===== src/rtl/awgn_pkg.sv =====
`default_nettype none
//============================================================================
// awgn_pkg - shared constants, mode encodings and helpers for the AWGN injector
// Rev 1.0
//============================================================================
package awgn_pkg;

  localparam logic [31:0] LFSR_TAPS = 32'h8020_0003;
  localparam logic [31:0] SEED_STEP = 32'h9E37_79B9;

  typedef enum logic [1:0] {
    MODE_BYPASS = 2'd0,
    MODE_ADD    = 2'd1,
    MODE_NOISE  = 2'd2,
    MODE_RSVD   = 2'd3
  } mode_e;

  // Right-shifting Galois form: feedback taps are applied when bit 0 falls out.
  function automatic logic [31:0] lfsr_next(input logic [31:0] s);
    return {1'b0, s[31:1]} ^ (s[0] ? LFSR_TAPS : 32'h0);
  endfunction

  function automatic logic signed [31:0] sat_add(input logic signed [31:0] a,
                                                 input logic signed [31:0] b,
                                                 input int w);
    logic signed [31:0] sum;
    logic signed [31:0] hi;
    logic signed [31:0] lo;
    sum = a + b;
    hi  = (32'sd1 <<< (w - 1)) - 32'sd1;
    lo  = -(32'sd1 <<< (w - 1));
    if (sum > hi) return hi;
    if (sum < lo) return lo;
    return sum;
  endfunction

endpackage
`default_nettype wire


===== src/rtl/awgn_stream_injector_lane_noise_src.sv =====
`default_nettype none
//============================================================================
// lane_noise_src - per-lane LFSR with centred byte-sum (pseudo-Gaussian) output
// Rev 1.0
//============================================================================
module lane_noise_src
  import awgn_pkg::*;
#(
  parameter logic [31:0] SEED = 32'h0000_0001
) (
  input  logic               clk,
  input  logic               reset,
  input  logic               step,
  output logic signed [10:0] noise
);

  localparam logic [31:0] SEED_EFF = (SEED == 32'h0) ? 32'h1 : SEED;

  logic [31:0] lfsr_q;
  logic [31:0] lfsr_d;
  logic [9:0]  byte_sum;

  // Four uniform bytes summed approximate a bell shape; centring removes the DC.
  always_comb begin
    lfsr_d   = step ? lfsr_next(lfsr_q) : lfsr_q;
    byte_sum = 10'(lfsr_q[7:0]) + 10'(lfsr_q[15:8]) + 10'(lfsr_q[23:16]) + 10'(lfsr_q[31:24]);
    noise    = $signed({1'b0, byte_sum}) - 11'sd510;
  end

  always_ff @(posedge clk) begin
    if (reset) lfsr_q <= SEED_EFF;
    else       lfsr_q <= lfsr_d;
  end

endmodule
`default_nettype wire


===== src/rtl/awgn_stream_injector.sv =====
`default_nettype none
//============================================================================
// awgn_stream_injector - multi-lane AXI-Stream noise injector, 2-stage pipeline
// Rev 1.0
//============================================================================
module awgn_stream_injector
  import awgn_pkg::*;
#(
  parameter int          LANE_W    = 16,
  parameter int          NUM_LANES = 4,
  parameter logic [31:0] SEED_BASE = 32'hACE1_0001
) (
  input  logic                          m00_axis_aclk,
  input  logic                          m00_axis_areset,
  input  logic [LANE_W*NUM_LANES-1:0]   s00_axis_tdata,
  input  logic                          s00_axis_tvalid,
  output logic                          s00_axis_tready,
  input  logic                          s00_axis_tlast,
  output logic [LANE_W*NUM_LANES-1:0]   m00_axis_tdata,
  output logic                          m00_axis_tvalid,
  input  logic                          m00_axis_tready,
  output logic                          m00_axis_tlast,
  input  logic [1:0]                    mode,
  input  logic [4:0]                    scale_shift,
  output logic [31:0]                   frame_count,
  output logic [15:0]                   sat_count
);

  localparam int DW        = LANE_W * NUM_LANES;
  localparam int NOISE_LSH = LANE_W - 11;

  logic clk;
  logic rst;
  logic en;
  logic accept;
  mode_e      eff_mode;
  logic [4:0] eff_shift;
  logic signed [10:0] lane_c [NUM_LANES];
  logic [DW-1:0] noise_vec;
  logic [DW-1:0] result_vec;
  logic [15:0]   sat_lanes;
  logic [16:0]   sat_sum;

  logic          sof_q, sof_d;
  mode_e         act_mode_q, act_mode_d;
  logic [4:0]    act_shift_q, act_shift_d;
  logic          s1_valid_q, s1_valid_d;
  logic          s1_last_q, s1_last_d;
  logic [DW-1:0] s1_data_q, s1_data_d;
  logic [DW-1:0] s1_noise_q, s1_noise_d;
  mode_e         s1_mode_q, s1_mode_d;
  logic          m_valid_q, m_valid_d;
  logic          m_last_q, m_last_d;
  logic [DW-1:0] m_data_q, m_data_d;
  logic [31:0]   frame_cnt_q, frame_cnt_d;
  logic [15:0]   sat_cnt_q, sat_cnt_d;

  assign clk    = m00_axis_aclk;
  assign rst    = m00_axis_areset;
  assign en     = !m_valid_q || m00_axis_tready;
  assign accept = s00_axis_tvalid && en && !rst;
  // First beat of a frame uses the live controls so a same-cycle change is honoured.
  assign eff_mode  = sof_q ? mode_e'(mode) : act_mode_q;
  assign eff_shift = sof_q ? scale_shift : act_shift_q;

  generate
    for (genvar k = 0; k < NUM_LANES; k++) begin : g_lane
      lane_noise_src #(
        .SEED(SEED_BASE + 32'(k) * SEED_STEP)
      ) u_src (
        .clk  (clk),
        .reset(rst),
        .step (accept),
        .noise(lane_c[k])
      );
    end
  endgenerate

  always_comb begin : p_noise
    logic signed [LANE_W-1:0] c_ext;
    c_ext     = '0;
    noise_vec = '0;
    for (int k = 0; k < NUM_LANES; k++) begin
      c_ext = LANE_W'(lane_c[k]) <<< NOISE_LSH;
      if (int'(eff_shift) < LANE_W)
        noise_vec[k*LANE_W +: LANE_W] = c_ext >>> eff_shift;
    end
  end

  always_comb begin : p_result
    logic signed [LANE_W-1:0] x;
    logic signed [LANE_W-1:0] n;
    logic signed [31:0]       a;
    logic signed [31:0]       b;
    logic signed [31:0]       clamped;
    x = '0; n = '0; a = '0; b = '0; clamped = '0;
    result_vec = '0;
    sat_lanes  = '0;
    for (int k = 0; k < NUM_LANES; k++) begin
      x = s1_data_q[k*LANE_W +: LANE_W];
      n = s1_noise_q[k*LANE_W +: LANE_W];
      a = (s1_mode_q == MODE_NOISE) ? 32'sd0 : 32'(x);
      b = (s1_mode_q == MODE_ADD || s1_mode_q == MODE_NOISE) ? 32'(n) : 32'sd0;
      clamped = sat_add(a, b, LANE_W);
      result_vec[k*LANE_W +: LANE_W] = clamped[LANE_W-1:0];
      if (clamped != a + b) sat_lanes = sat_lanes + 16'd1;
    end
    sat_sum = {1'b0, sat_cnt_q} + {1'b0, sat_lanes};
  end

  always_comb begin : p_next
    sof_d       = sof_q;
    act_mode_d  = act_mode_q;
    act_shift_d = act_shift_q;
    frame_cnt_d = frame_cnt_q;
    s1_valid_d  = s1_valid_q;
    s1_last_d   = s1_last_q;
    s1_data_d   = s1_data_q;
    s1_noise_d  = s1_noise_q;
    s1_mode_d   = s1_mode_q;
    m_valid_d   = m_valid_q;
    m_last_d    = m_last_q;
    m_data_d    = m_data_q;
    sat_cnt_d   = sat_cnt_q;

    if (accept) begin
      sof_d = s00_axis_tlast;
      if (sof_q) begin
        act_mode_d  = mode_e'(mode);
        act_shift_d = scale_shift;
      end
      if (s00_axis_tlast) frame_cnt_d = frame_cnt_q + 32'd1;
    end

    if (en) begin
      s1_valid_d = accept;
      if (accept) begin
        s1_data_d  = s00_axis_tdata;
        s1_last_d  = s00_axis_tlast;
        s1_noise_d = noise_vec;
        s1_mode_d  = eff_mode;
      end
      m_valid_d = s1_valid_q;
      if (s1_valid_q) begin
        m_data_d  = result_vec;
        m_last_d  = s1_last_q;
        sat_cnt_d = sat_sum[16] ? 16'hFFFF : sat_sum[15:0];
      end
    end
  end

  always_ff @(posedge clk) begin
    if (rst) begin
      sof_q       <= 1'b1;
      act_mode_q  <= MODE_BYPASS;
      act_shift_q <= '0;
      frame_cnt_q <= '0;
      s1_valid_q  <= 1'b0;
      s1_last_q   <= 1'b0;
      s1_data_q   <= '0;
      s1_noise_q  <= '0;
      s1_mode_q   <= MODE_BYPASS;
      m_valid_q   <= 1'b0;
      m_last_q    <= 1'b0;
      m_data_q    <= '0;
      sat_cnt_q   <= '0;
    end else begin
      sof_q       <= sof_d;
      act_mode_q  <= act_mode_d;
      act_shift_q <= act_shift_d;
      frame_cnt_q <= frame_cnt_d;
      s1_valid_q  <= s1_valid_d;
      s1_last_q   <= s1_last_d;
      s1_data_q   <= s1_data_d;
      s1_noise_q  <= s1_noise_d;
      s1_mode_q   <= s1_mode_d;
      m_valid_q   <= m_valid_d;
      m_last_q    <= m_last_d;
      m_data_q    <= m_data_d;
      sat_cnt_q   <= sat_cnt_d;
    end
  end

  assign s00_axis_tready = en && !rst;
  assign m00_axis_tdata  = m_data_q;
  assign m00_axis_tvalid = m_valid_q;
  assign m00_axis_tlast  = m_last_q;
  assign frame_count     = frame_cnt_q;
  assign sat_count       = sat_cnt_q;

endmodule
`default_nettype wire


===== config.mk =====
export PLATFORM = sky130hd
export DESIGN_NAME = awgn_stream_injector
export DESIGN_NICKNAME = d
export VERILOG_FILES = /design/src/rtl/awgn_pkg.sv /design/src/rtl/awgn_stream_injector_lane_noise_src.sv /design/src/rtl/awgn_stream_injector.sv
export SDC_FILE = /design/constraint.sdc
export NUM_CORES = 1
export LEC_CHECK = 0
export CORE_MARGIN = 2
export CORE_UTILIZATION = 54
export DETAILED_ROUTE_END_ITERATION = 8
export PLACE_DENSITY = 0.76
export SLEW_MARGIN = 10
export SYNTH_ARGS = -nofsm -noshare
export SYNTH_HDL_FRONTEND = slang
export SYNTH_SLANG_ARGS = --single-unit

===== constraint.sdc =====
create_clock -name m00_axis_aclk -period 7.8 [get_ports m00_axis_aclk]
set_clock_uncertainty 0.15 [all_clocks]
set_input_delay 0.78 -clock m00_axis_aclk [delete_from_list [all_inputs] [get_ports m00_axis_aclk]]
set_output_delay 0.78 -clock m00_axis_aclk [all_outputs]
set_load 0.01 [all_outputs]

==> flow_metrics.tcl, run 1 <==
set metrics [dict create \
    grt_max_degree 257 \
    synth-main-ff-cell "dfxtp_1" \
    min_period_over_period_pct 94.5 \
    yosysWarnings 0 \
    synthTopCellsByArea "dfxtp_1, ha_1, nand2_1, o21ai_0, a21oi_1" \
    whs_ns 0.299 \
    postSynthCellCount 3178 \
    die_x_um 217 \
    endpoint_kind "flop" \
    yosysSeqAreaShare_pct 31.1 \
    regArea_um2 7650 \
    hp-class "flop to flop" \
    grt_pass1_wl_mm 108 \
    grt_pass1_vias 21703 \
    crit_fanout 14 \
    num_rows 78 \
    antenna_left 0 \
    fin_crit_ns 7.37 \
    worstRegToRegCells 32 \
    dpl.hpwl_mm 48.4 \
    final_nets 3544 \
    cp_slowest_stage_delay_ns 0.53 \
    start_kind "flop" \
    gp_congestion 0.929 \
    io_pins 191 \
    arrival_ns 7.72 \
    vias 22670 \
    synth_edf_count 0 \
    outcome "completed" \
    dr.pass1.iters 7 \
    whs_path_depth 2 \
    insertion_delay_ns 0.60 \
    drive_above_1_share_pct 5.02 \
    cp_data_required_time_ns 8.15 \
    ir_drop_mv 0.242 \
    synth_area_leader_cell "dfxtp_1" \
    clkSinkCount 382 \
    clkSlewWorstSetupHoldPaths_ns 0.06 \
    cap_violations 0 \
    yosysTopAreaCellShare_pct 31.1 \
    critPathMostFrequentCell "ha_1" \
    rsz0062_at_grt "no" \
    synth_cell_types 84 \
    dieHeight_um 217 \
    synth-seq-cells 382 \
    total_power_uw 7770 \
    syn_nets 3448 \
    clk_path_buf_depth 3 \
    timing_worst_setup_path_type "flop to flop" \
    max_freq_mhz 136 \
    setup_viol 0 \
    relSlewSlack_pct 27.0 \
    drtIter0Drc 1670 \
    powerDensity_nw_per_um2 272 \
    netlist_area_um2 24600 \
    final_hold_viol_count 0 \
    drt_wl_total_mm 67.5 \
    grt-ovfl-total 0 \
    tightest_slew_ns 1.09 \
    grt_use_total_pct 27.6 \
    slowest_stage "fa_2" \
    wire_per_inst_um 17.3 \
    multiInputGateArea_um2 15700 \
    avgSynthCellArea_um2 7.74 \
    area_growth_pct 16.0 \
    htreeDepth 2 \
    buffer_ports.inserted 190 \
    dieArea_um2 47300 \
    cts_buffers 43 \
    p_leak_uw 0.0117 \
    initial_core_util_pct 54.4 \
    synthArstFlopShare_pct 0 \
    viasPerCell 5.80 \
    drc_errors 0 \
    finalMaxSlewViolations 0 \
    cts-root-buf "clkbuf_16" \
    fillers 3974 \
    coreArea_um2 45200 \
    antenna_found_initial 2 \
    cts_tree "built" \
]
## area by class of cell
cell class | instances | area share [%]
multi-input cells | 2426 | 55.1
well taps | 600 | 2.63
flip-flops and latches | 382 | 26.8
clock inverters | 14 | 0.715
inverters | 194 | 2.56
clock buffers | 66 | 4.43
repair buffers | 227 | 7.74
diodes | 1 | 0.00877
## power by group
group          internal [uW]  switching (uW)
clock                   1260             867
sequential              2120             119
combinational           1340            2060
total                   4720            3050
## stage by stage
step                      cell area, um2  cells  utilization, %  setup slack, ns  TNS [ns]
after floorplan                    24600   3178               -            0.496         0
after global placement             26900   3821            59.5            0.273         0
after detailed placement           26900   3821            59.5          -0.0624   -0.0732
after CTS                          28400   3901            62.7           0.0638         0
after global routing               28500   3909            63.1          0.00259         0
final                              28500   3910            63.1            0.431         0
## cells by family after synthesis
logic type / Yosys count / share of synthesized area, %
AO/OA/AOI/OAI: 900 / 22.7
XOR/XNOR: 172 / 6.12
adder cells (fa/ha/maj): 194 / 11.4
buffers and inverters: 370 / 5.68
flip-flops: 382 / 31.1
multiplexers: 38 / 1.59
other: 1 / 0.0152
AND/OR/NAND/NOR: 1121 / 21.4
## synth_stat cells (all sizes together), types with 32 or more instances
| library cell | instances |
|---|---|
| and3 | 34 |
| o21ai | 270 |
| dfxtp | 382 |
| clkbuf | 160 |
| ha | 145 |
| nand2b | 39 |
| a21oi | 248 |
| nor2 | 259 |
| xnor2 | 102 |
| o211ai | 39 |
| xor2 | 70 |
| o31ai | 38 |
| nor3 | 74 |
| nand2 | 402 |
| a211oi | 42 |
| inv | 194 |
| nor2b | 142 |
| a21o | 46 |
| nand3 | 64 |
| a31oi | 32 |
| fa | 49 |
## sequential cells by signal (all words and copies together), names as in the netlist
signal and count:
m00_axis_tvalid 1, sat_count 16, s1_noise_q 64, s1_mode_q 2, g_lane.u_src.lfsr_q 128, frame_count 32, s1_last_q 1, act_mode_q 2
s1_data_q 64, m00_axis_tdata 64, sof_q 1, s1_valid_q 1, m00_axis_tlast 1, act_shift_q 5
## per-layer routing
metal	global-route usage [%]	share of wire, %	up-vias
li1	-	-	11255
met5	0	0.021	-
met2	46.8	47	632
met4	9.25	2.6	2
met1	36.5	45	10668
met3	3.44	5.1	113
## worst max-delay path, delay by kind of cell, from the launching register on
kind	cells	cell delay, ns
mux	2	0.56
fa+ha+maj	6	1.98
flops	1	0.33
buf+inv	3	0.38
compound gates	12	2.58
simple gates	9	1.28
## cells in the final DEF (no fill, tap or decap), types with 25 or more instances in the layout
| cell type | count |
|---|---|
| nand3_1 | 64 |
| nor2_1 | 258 |
| mux2i_1 | 25 |
| a21oi_1 | 244 |
| clkbuf_16 | 45 |
| and3_1 | 33 |
| o21ai_0 | 247 |
| nand2b_1 | 39 |
| xor2_1 | 70 |
| buf_4 | 31 |
| xnor2_1 | 101 |
| ha_1 | 140 |
| a31oi_1 | 31 |
| inv_1 | 193 |
| clkdlybuf4s50_1 | 189 |
| nor2b_1 | 140 |
| a211oi_1 | 41 |
| o211ai_1 | 39 |
| a21o_1 | 46 |
| dfxtp_1 | 382 |
| o21bai_1 | 28 |
| o22ai_1 | 27 |
| nor3_1 | 73 |
| o31ai_1 | 37 |
| nand2_1 | 401 |
| fa_1 | 48 |
## worst paths after layout
| kind | from | slack (ns) | endpoint |
|---|---|---|---|
| setup reg to reg | s1_mode_q[0] | 0.43 | sat_count[15] |
| hold reg to reg | g_lane[1].u_src.lfsr_q[18] | 0.30 | g_lane[1].u_src.lfsr_q[17] |
| setup / recovery | s1_mode_q[0] | 0.43 | sat_count[15] |
| hold / removal | g_lane[1].u_src.lfsr_q[18] | 0.30 | g_lane[1].u_src.lfsr_q[17] |
## timing repair
item / CTS / global route
hold buffers: 0 / 0
resized for setup: 1 / 31
endpoints found under the setup margin: 2 / 16
pin swaps: 0 / 3
setup buffers: 0 / 8
Power figures use the tool's default switching activity.
==> inputs of run 2 (changes only) <==
- MAX_ROUTING_LAYER: not set -> met4
- REMOVE_ABC_BUFFERS: not set -> 1
==> run 2 against run 1 <==
Net effect: maximum frequency rose by 0.38%; core utilization is 0.12 points lower; sequential cell count unchanged; final cell count shrank 0.20%; first-iteration DRC count increased by 7.5%; clock power shrank 3%; setup slack gained 0.028 ns; sequential power barely moved; largest power group unchanged.
==> flow_metrics.tcl, run 2 (same netlist as run 1, synthesis figures left out) <==
set metrics [dict create \
    post-route-util_pct 63.0 \
    buffer_ports.inserted 190 \
    largest_reg_flops 128 \
    final_cell_count_no_fill 3902 \
    coreArea_um2 45200 \
    endpoint_kind "flop" \
    insertion_delay_ns 0.59 \
    ir_drop_mv 0.188 \
    relSlewSlack_pct 32.8 \
    htreeDepth 2 \
    tightest_slew_ns 1.01 \
    pwr-share-comb_pct 44.3 \
    critPathMostFrequentCell "ha_1" \
    antenna_left 0 \
    cap_violations 0 \
    grt_use_total_pct 28.6 \
    outcome "completed" \
    cts_tree "built" \
    clkSlewWorstSetupHoldPaths_ns 0.06 \
    cts-root-buf "clkbuf_16" \
    drtIter0Drc 1796 \
    cts_buffers 42 \
    max_freq_mhz 136 \
    grt_pass1_wl_mm 109 \
    fin_ws_ns 0.459 \
    setup_viol 0 \
    finalMaxSlewViolations 0 \
    sw_frac_of_total_pct 39.1 \
    grt_max_degree 239 \
    slowest_stage "fa_1" \
    num_rows 78 \
    power.switching_uw 3020 \
    powerDensity_nw_per_um2 271 \
    dieArea_um2 47300 \
    placed_cells 3827 \
    dieHeight_um 217 \
    clk_path_buf_depth 3 \
    viasPerCell 5.79 \
    cp_slowest_stage_delay_ns 0.50 \
    grt-ovfl-total 0 \
    drive_above_1_share_pct 4.75 \
    fin_crit_ns 7.34 \
    seq_power_share_pct 29.0 \
    final_cell_mix "nand2_1, dfxtp_1, nor2_1" \
    cp_data_required_time_ns 8.12 \
    diodes 0 \
    post-place-ws_ns 0.0346 \
    final_nets 3543 \
    drc_errors 0 \
    drt_wl_total_mm 66.8 \
    io_pins 191 \
    min_period_over_period_pct 94.1 \
    postCtsHoldBufs 0 \
    vias 22577 \
    start_kind "flop" \
    internal_power_uw 4700 \
    final_hold_viol_count 0 \
    pwr-share-clk_pct 26.6 \
    initial_core_util_pct 54.4 \
    final_common_cell "nand2_1" \
    dr.pass1.iters 6 \
    hp-class "flop to flop" \
    crit_fanout 26 \
    top_register "g_lane.u_src.lfsr_q" \
    p_leak_uw 0.0117 \
    gp_congestion 0.944 \
    dpl.hpwl_mm 49.1 \
    timing_worst_setup_path_type "flop to flop" \
    arrival_ns 7.66 \
    grt_pass1_vias 21695 \
    area_growth_pct 15.8 \
    die_x_um 217 \
    wire_per_inst_um 17.1 \
    antenna_found_initial 0 \
    clkSinkCount 382 \
]
run 2: cell types whose count changed in the layout (fill, tap and decap cells not counted), moves of 2 or more:
cell        before  now
clkbuf_1        15    9
buf_6            5    2
clkbuf_8         6    9
clkinvlp_4       3    0
ha_2             3    0
buf_8            0    2
clkbuf_16       45   43
clkinv_2         3    5
clkinv_4         3    1
clkinv_8         0    2
ha_1           140  142
run 2: layer usage:
metal / track usage (%) / part of all wire, % / vias up
met4: 7.35 / 2.0 / 0
li1: - / - / 11245
met1: 37.3 / 45 / 10632
met3: 3.82 / 5.2 / 103
met2: 47.0 / 47 / 597
met5: - / 0 / -
run 2: what timing repair did:
item	in CTS	in global routing
pin swaps	0	3
setup endpoints to repair	1	16
gates resized for setup	2	26
buffers inserted	0	2
run 2: through the flow:
| step | hold slack [ns] | area (um2) | setup TNS [ns] | total power, uW |
|---|---|---|---|---|
| after detailed placement | 0.289 | 26900 | 0 | 5600 |
| after global routing | 0.328 | 28500 | -0.0116 | 8260 |
| after CTS | 0.306 | 28300 | 0 | 7680 |
| after floorplan | 0.267 | 23900 | -674.99 | 4730 |
| final | 0.301 | 28500 | 0 | 7730 |
| after global placement | 0.281 | 26900 | 0 | 5510 |
run 2: layout make-up:
| class | count | area (um2) |
|---|---|---|
| clock buffer | 61 | 1230 |
| clock inverter | 12 | 186 |
| fill | 3976 | 16700 |
| inverter | 194 | 731 |
| multi-input combinational | 2426 | 15700 |
| sequential | 382 | 7650 |
| tap | 600 | 751 |
| timing repair buffer | 227 | 2220 |
run 2: power groups by stage:
stage                     combinational [uW]  sequential (uW)  clock (uW)
after floorplan                         2480             2250           0
final                                   3430             2240        2060
after global routing                    3830             2260        2170
after CTS                               3340             2240        2090
after detailed placement                3320             2280           0
after global placement                  3230             2280           0
run 2: worst max-delay path, delay by kind of cell, from the launching register on:
family,cells,cell delay (ns)
mux,2,0.55
simple gates,9,1.17
fa+ha+maj,6,2.00
flops,1,0.32
compound gates,13,2.74
buf+inv,2,0.27
run 2: worst paths after layout:
| check | startpoint | end | slack [ns] | cells past startpoint |
|---|---|---|---|---|
| max | s1_mode_q[0] | sat_count[15] | 0.46 | 32 |
| min | s1_noise_q[28] | s1_noise_q[28] | 0.30 | 2 |
| max reg2reg | s1_mode_q[0] | sat_count[15] | 0.46 | 32 |
| min reg2reg | s1_noise_q[28] | s1_noise_q[28] | 0.30 | 2 |
